$ cat src/rtl/adpll_pkg.sv
// Shared ADPLL definitions: the PFD state encoding, default counter width,
// and the phase-error sign convention used by the PFD, DCO and loop filter.
package adpll_pkg;

    localparam int unsigned CNT_W   = 5;
    localparam int unsigned ERR_MAX = 31;

    // err_sign = 1 means the DCO edge came first and the DCO must slow down.
    localparam logic SIGN_DCO_LEADS = 1'b1;
    localparam logic SIGN_DCO_LAGS  = 1'b0;

    typedef enum logic [1:0] {
        IDLE     = 2'd0,
        WAIT_DCO = 2'd1,
        WAIT_REF = 2'd2
    } pfd_state_e;

endpackage

$ cat src/rtl/pfd_tdc_5bit_if.sv
// Phase-error result bus from the PFD/TDC to the loop filter.
//   err_sign  : 1 = DCO leads, 0 = reference leads or simultaneous
//   err_mag   : clk cycles between leading and trailing edge (saturating)
//   err_valid : one-cycle strobe marking a new err_sign/err_mag
//   lock      : lock indicator (only when PFD_LOCK_DETECT_EN is defined)
// master = PFD (driver), slave = loop filter (consumer).
interface pfd_tdc_5bit_if #(
    parameter int unsigned CNT_W = 5
);
    logic             err_sign;
    logic [CNT_W-1:0] err_mag;
    logic             err_valid;
`ifdef PFD_LOCK_DETECT_EN
    logic             lock;
`endif

    modport master (
        output err_sign,
        output err_mag,
        output err_valid
`ifdef PFD_LOCK_DETECT_EN
        ,
        output lock
`endif
    );

    modport slave (
        input err_sign,
        input err_mag,
        input err_valid
`ifdef PFD_LOCK_DETECT_EN
        ,
        input lock
`endif
    );

endinterface

$ cat src/rtl/sync_edge_det.sv
// SYNC_STAGES-deep synchronizer followed by a rising-edge detector.
//   clk, rst_n : system clock, async active-low reset
//   d_in       : asynchronous input
//   rise_c     : combinational, high for one cycle when the synchronized
//                input is 1 and was 0 on the previous cycle
// SYNC_STAGES must be at least 2.
module sync_edge_det #(
    parameter int unsigned SYNC_STAGES = 2
) (
    input  logic clk,
    input  logic rst_n,
    input  logic d_in,
    output logic rise_c
);

    logic [SYNC_STAGES-1:0] sync_q;
    logic                   last_q;

    // Shift chain plus one flop of history on the last stage.
    always_ff @(posedge clk or negedge rst_n) begin
        if (!rst_n) begin
            sync_q <= '0;
            last_q <= 1'b0;
        end else begin
            sync_q <= {sync_q[SYNC_STAGES-2:0], d_in};
            last_q <= sync_q[SYNC_STAGES-1];
        end
    end

    assign rise_c = sync_q[SYNC_STAGES-1] & ~last_q;

endmodule

$ cat src/rtl/pfd_tdc_5bit.sv
// Digital phase/frequency detector and time-to-digital converter.
// Measures the clk-cycle distance between rising edges of ref_in and dco_in
// and reports it as a sign-magnitude error with a one-cycle valid strobe.
//   clk, rst_n : system clock, async active-low reset
//   enable     : measurement enable; low returns the FSM to IDLE
//   ref_in     : reference clock (asynchronous)
//   dco_in     : DCO output (asynchronous)
//   bus        : result bus (err_sign, err_mag, err_valid[, lock])
// Optional macro PFD_LOCK_DETECT_EN adds the lock detector and lock output.
module pfd_tdc_5bit #(
    parameter int unsigned SYNC_STAGES = 2,
    parameter int unsigned CNT_W       = 5
`ifdef PFD_LOCK_DETECT_EN
    ,
    parameter int unsigned LOCK_TOL    = 1,
    parameter int unsigned LOCK_CNT    = 8
`endif
) (
    input  logic           clk,
    input  logic           rst_n,
    input  logic           enable,
    input  logic           ref_in,
    input  logic           dco_in,
    pfd_tdc_5bit_if.master bus
);

    import adpll_pkg::*;

    localparam logic [CNT_W-1:0] CNT_MAX = '1;

    logic             ref_rise_c;
    logic             dco_rise_c;
    pfd_state_e       state_q, state_d;
    logic [CNT_W-1:0] cnt_q, cnt_d;
    logic             res_c;
    logic             res_sign_c;
    logic [CNT_W-1:0] res_mag_c;
    logic [CNT_W-1:0] cnt_inc_c;
    logic             err_sign_q;
    logic [CNT_W-1:0] err_mag_q;
    logic             err_valid_q;

    sync_edge_det #(.SYNC_STAGES(SYNC_STAGES)) u_ref_det (
        .clk    (clk),
        .rst_n  (rst_n),
        .d_in   (ref_in),
        .rise_c (ref_rise_c)
    );

    sync_edge_det #(.SYNC_STAGES(SYNC_STAGES)) u_dco_det (
        .clk    (clk),
        .rst_n  (rst_n),
        .d_in   (dco_in),
        .rise_c (dco_rise_c)
    );

    // Saturating count-plus-one: also the magnitude when the partner arrives.
    assign cnt_inc_c = (cnt_q == CNT_MAX) ? CNT_MAX : cnt_q + CNT_W'(1);

    // State and counter registers.
    always_ff @(posedge clk or negedge rst_n) begin
        if (!rst_n) begin
            state_q <= IDLE;
            cnt_q   <= '0;
        end else begin
            state_q <= state_d;
            cnt_q   <= cnt_d;
        end
    end

    // Next state, counter and result event.
    always_comb begin
        state_d    = state_q;
        cnt_d      = cnt_q;
        res_c      = 1'b0;
        res_sign_c = SIGN_DCO_LAGS;
        res_mag_c  = '0;
        if (!enable) begin
            state_d = IDLE;
            cnt_d   = '0;
        end else begin
            case (state_q)
                IDLE: begin
                    cnt_d = '0;
                    if (ref_rise_c && dco_rise_c) begin
                        res_c = 1'b1;
                    end else if (ref_rise_c) begin
                        state_d = WAIT_DCO;
                    end else if (dco_rise_c) begin
                        state_d = WAIT_REF;
                    end
                end
                WAIT_DCO: begin
                    // Partner wins over a recurring leader in the same cycle.
                    if (dco_rise_c) begin
                        res_c     = 1'b1;
                        res_mag_c = cnt_inc_c;
                        state_d   = IDLE;
                        cnt_d     = '0;
                    end else if (ref_rise_c) begin
                        cnt_d = '0;
                    end else if (cnt_q == CNT_MAX) begin
                        res_c     = 1'b1;
                        res_mag_c = CNT_MAX;
                        state_d   = IDLE;
                        cnt_d     = '0;
                    end else begin
                        cnt_d = cnt_inc_c;
                    end
                end
                WAIT_REF: begin
                    res_sign_c = SIGN_DCO_LEADS;
                    if (ref_rise_c) begin
                        res_c     = 1'b1;
                        res_mag_c = cnt_inc_c;
                        state_d   = IDLE;
                        cnt_d     = '0;
                    end else if (dco_rise_c) begin
                        cnt_d = '0;
                    end else if (cnt_q == CNT_MAX) begin
                        res_c     = 1'b1;
                        res_mag_c = CNT_MAX;
                        state_d   = IDLE;
                        cnt_d     = '0;
                    end else begin
                        cnt_d = cnt_inc_c;
                    end
                end
                default: begin
                    state_d = IDLE;
                    cnt_d   = '0;
                end
            endcase
        end
    end

    // Result registers: hold between results, strobe for one cycle.
    always_ff @(posedge clk or negedge rst_n) begin
        if (!rst_n) begin
            err_sign_q  <= 1'b0;
            err_mag_q   <= '0;
            err_valid_q <= 1'b0;
        end else begin
            err_valid_q <= res_c;
            if (res_c) begin
                err_sign_q <= res_sign_c;
                err_mag_q  <= res_mag_c;
            end
        end
    end

    assign bus.err_sign  = err_sign_q;
    assign bus.err_mag   = err_mag_q;
    assign bus.err_valid = err_valid_q;

`ifdef PFD_LOCK_DETECT_EN
    localparam int unsigned LCW = $clog2(LOCK_CNT + 1);

    logic [LCW-1:0] lock_cnt_q, lock_cnt_d;
    logic           lock_q, lock_d;

    // Lock decision is taken from the result event so it changes on the
    // same cycle as the corresponding err_valid.
    always_comb begin
        lock_cnt_d = lock_cnt_q;
        lock_d     = lock_q;
        if (!enable) begin
            lock_cnt_d = '0;
            lock_d     = 1'b0;
        end else if (res_c) begin
            if (res_mag_c <= CNT_W'(LOCK_TOL)) begin
                if (lock_cnt_q != LCW'(LOCK_CNT)) begin
                    lock_cnt_d = lock_cnt_q + LCW'(1);
                end
                lock_d = (lock_cnt_d == LCW'(LOCK_CNT));
            end else begin
                lock_cnt_d = '0;
                lock_d     = 1'b0;
            end
        end
    end

    // Lock registers.
    always_ff @(posedge clk or negedge rst_n) begin
        if (!rst_n) begin
            lock_cnt_q <= '0;
            lock_q     <= 1'b0;
        end else begin
            lock_cnt_q <= lock_cnt_d;
            lock_q     <= lock_d;
        end
    end

    assign bus.lock = lock_q;
`endif

endmodule

$ cat src/flat_wrapper.sv
// flat-port wrapper written by rule: the top's interface ports become plain ports
module pfd_tdc_5bit_flat import adpll_pkg::*;
#(
    parameter int unsigned SYNC_STAGES = 2,
    parameter int unsigned CNT_W       = 5

)
  (clk, rst_n, enable, ref_in, dco_in, bus_err_sign, bus_err_mag, bus_err_valid);
  pfd_tdc_5bit_if #(.CNT_W(CNT_W)) bus_i ();
  input  logic clk;
  input  logic rst_n;
  input  logic enable;
  input  logic ref_in;
  input  logic dco_in;
  output wire logic [$bits(bus_i.err_sign)-1:0] bus_err_sign;
  output wire logic [$bits(bus_i.err_mag)-1:0] bus_err_mag;
  output wire logic [$bits(bus_i.err_valid)-1:0] bus_err_valid;
  assign bus_err_sign = bus_i.err_sign;
  assign bus_err_mag = bus_i.err_mag;
  assign bus_err_valid = bus_i.err_valid;
  pfd_tdc_5bit #(.SYNC_STAGES(SYNC_STAGES), .CNT_W(CNT_W)) u_core (.clk(clk), .rst_n(rst_n), .enable(enable), .ref_in(ref_in), .dco_in(dco_in), .bus(bus_i));
endmodule
$ cat config.mk
export PLATFORM = sky130hd
export DESIGN_NAME = pfd_tdc_5bit_flat
export DESIGN_NICKNAME = d
export VERILOG_FILES = /design/src/rtl/adpll_pkg.sv /design/src/rtl/pfd_tdc_5bit_if.sv /design/src/rtl/sync_edge_det.sv /design/src/rtl/pfd_tdc_5bit.sv /design/src/flat_wrapper.sv
export SDC_FILE = /design/constraint.sdc
export NUM_CORES = 1
export LEC_CHECK = 0
export BUFFER_PORTS_ARGS = -buffer_cell sky130_fd_sc_hd__clkbuf_2
export CAP_MARGIN = 20
export CORE_ASPECT_RATIO = 0.5
export CORE_MARGIN = 2
export CORE_UTILIZATION = 35
export CTS_CLUSTER_SIZE = 25
export DETAILED_ROUTE_END_ITERATION = 12
export MAX_ROUTING_LAYER = met4
export PLACE_DENSITY = 0.63
export SYNTH_ARGS = -nofsm -noshare
export SYNTH_HDL_FRONTEND = slang
export SYNTH_SLANG_ARGS = --single-unit
export TNS_END_PERCENT = 50
$ cat constraint.sdc
create_clock -name clk -period 3.15 [get_ports clk]
set_input_delay 0.945 -clock clk [delete_from_list [all_inputs] [get_ports clk]]
set_output_delay 0.945 -clock clk [all_outputs]
set_load 0.02 [all_outputs]
==> run summary <==
Initial core utilization - 38.0%
Worst setup SP type - flop
Worst-Skew Late Latency - 0.25 ns
Post-place setup slack - 0.746 ns
Die area - 3370 um^2
Vias in the first global route - 709
Drt wl/cell - 12.9 um
Drt drc - 0
Post-Route Utilization - 42.8%
Global-route wire length before repair - 3280 um
Mapped Cells - 90
EDFF count, synth - 0
YS warnings - 0
Share of cells above drive strength 1 - 24.5%
Initial antenna violation count - 0
Hpwl dp - 1340 um
Max-cap violations - 0
TritonCTS clock tree - built
DRT iter0 DRCs - 24
Port Buf Inserts - 11
Worst VDD drop - 157 uV
Post-CTS sizing - 0
FFs w/ async S/R, synth - 100%
Nets - 117
GRT Total Usage - 12.9%
RSZ-0062 raised after global routing - false
Pwr/cell area - 433 nW/um^2
Synth Register Bits - 20
Worst setup EP type - flop
Post-Syn Area - 1010 um^2
Req. time, crit path - 3.29 ns
Critical path arrival - 2.55 ns
CTS root buf - clkbuf_8
Setup TNS - 0 ns
H-tree Lvls - 1
Drt pass-1 iters - 4
Vias/cell - 5.00
Main flop type after synthesis - dfrtp_1
Routability cong. - 0.747
Maximum clock frequency - 415 MHz
Synth unique cells - 33
Final slew viol count - 0
Die height - 42.1 um
Core Area - 2670 um^2
Sequential cell area fraction in the yosys report - 49.3%
Total power - 494 uW
Crit-path max FO - 10
Min cycle time layout - 2.41 ns
Status - finished clean
Slew HR - 66.2%
DRT antenna net count - 0
Most common cell after layout, fill and taps aside - dfrtp_1
Clock buffer depth - 2
Via count - 695
Commonest cells after routing, fill and taps aside - 20 x dfrtp_1, 11 x clkbuf_2, 8 x ha_1
Kind of critical path - flop to flop
Hold-fix buffers, CTS - 0
CTS Sinks - 20
R2r worst-path depth - 7
Setup-failing EPs final - 0
P_leak - 0.000524 uW
Die X - 80.1 um
Total Wirelength - 1790 um
N_diodes - 0
Hold Vio Cnt, Final - 0
Setup ws final - 0.741 ns
Placed Instances - 136
Global route overflow - 0
Post-CTS setup buffers - 0
Hold Path Stages - 0
Worst-margin pin slew - 0.501 ns
CTS Buf Count - 3
Largest net degree at the start of global routing - 21
Non-filler cells, final - 139
Io pins - 12
Worst hold path class - flop to flop
Row count - 13
Syn Area/Cell - 11.3 um^2
Synthesized Nets - 103
Clk slew on worst S/H paths - 0.07 ns
Final period utilization - 76.5%
Area growth syn-to-layout - 12.5%
Clock Skews - 0.00500 ns
[registers in the layout, indices dropped and copies added (netlist names)]
register and cells:
u_core.state_q 2, u_core.cnt_q 5, u_core.u_ref_det.last_q 1, u_core.bus.err_valid 1
u_core.u_dco_det.sync_q 2, u_core.bus.err_sign 1, u_core.bus.err_mag 5, u_core.u_ref_det.sync_q 2
u_core.u_dco_det.last_q 1
[critical path: stages, from the launching register on]
cell,delay (ns)
dfrtp_1,0.42
ha_1,0.24
and3_1,0.21
ha_1,0.29
nand2_1,0.11
o2bb2ai_1,0.13
o31ai_4,0.49
mux2_2,0.40
[synthesized netlist by cell type, types with 2 or more instances]
master	number	area, um^2
dfrtp_1	20	500
ha_1	8	100
inv_1	6	22.5
nand2_1	6	22.5
nor2_1	5	18.8
nor3_1	5	25.0
o2bb2ai_1	4	35.0
a21oi_1	3	15.0
nand3_1	3	15.0
a211oi_1	2	15.0
a21o_2	2	17.5
nor2b_1	2	12.5
o211ai_1	2	15.0
o21ai_0	2	10.0
o31ai_1	2	15.0
[layer usage]
layer / global-route usage (%) / up-vias / share of wire [%]
met4: 5.08 / 0 / 1.2
met5: - / - / 0
li1: - / 338 / -
met1: 16.0 / 347 / 48
met3: 3.88 / 2 / 2.5
met2: 20.0 / 8 / 48
[where the power goes]
part / leakage, uW / switching (uW) / internal, uW / total [uW]
registers: 0.000264 / 6.51 / 266 / 273
clock network: 0.0000216 / 79.1 / 85.1 / 164
logic: 0.000238 / 34.8 / 22.3 / 57.1
[worst paths after layout]
path,endpoint,slack (ns),start
min,u_core.u_ref_det.sync_q[1],0.35,u_core.u_ref_det.sync_q[0]
min reg2reg,u_core.u_ref_det.sync_q[1],0.35,u_core.u_ref_det.sync_q[0]
min in group asynchronous,u_core.bus.err_mag[2],0.64,rst_n
max,u_core.bus.err_sign,0.74,u_core.cnt_q[0]
max in group asynchronous,u_core.u_ref_det.sync_q[1],2.17,rst_n
max reg2reg,u_core.bus.err_sign,0.74,u_core.cnt_q[0]
[cells by family (layout without fill, tap and decap cells)]
group,count (synthesis),count (layout),synth area share (%)
muxes,2,2,2.59
AOI/OAI and AO/OA,19,19,15.0
buffers and inverters,9,21,4.44
adders and majority gates,8,8,9.86
DFF,20,20,49.3
and+or+nand+nor,30,30,17.0
xor gates and xnor gates,2,2,1.73
[through the flow]
step                cell area (um^2)  hold WS, ns
floorplan                       1010        0.331
global placement                1100        0.335
detailed placement              1100        0.340
CTS                             1140        0.356
global route                    1140        0.372
finish                          1140        0.352
[final cells by class]
| type | instances | area (um^2) |
|---|---|---|
| clock buffer | 3 | 41.3 |
| fill | 279 | 1530 |
| inverter | 7 | 28.8 |
| multi-input combinational | 61 | 469 |
| sequential | 20 | 500 |
| tap | 37 | 46.3 |
| timing repair buffer | 11 | 55.1 |
Power figures use the tool's default switching activity.
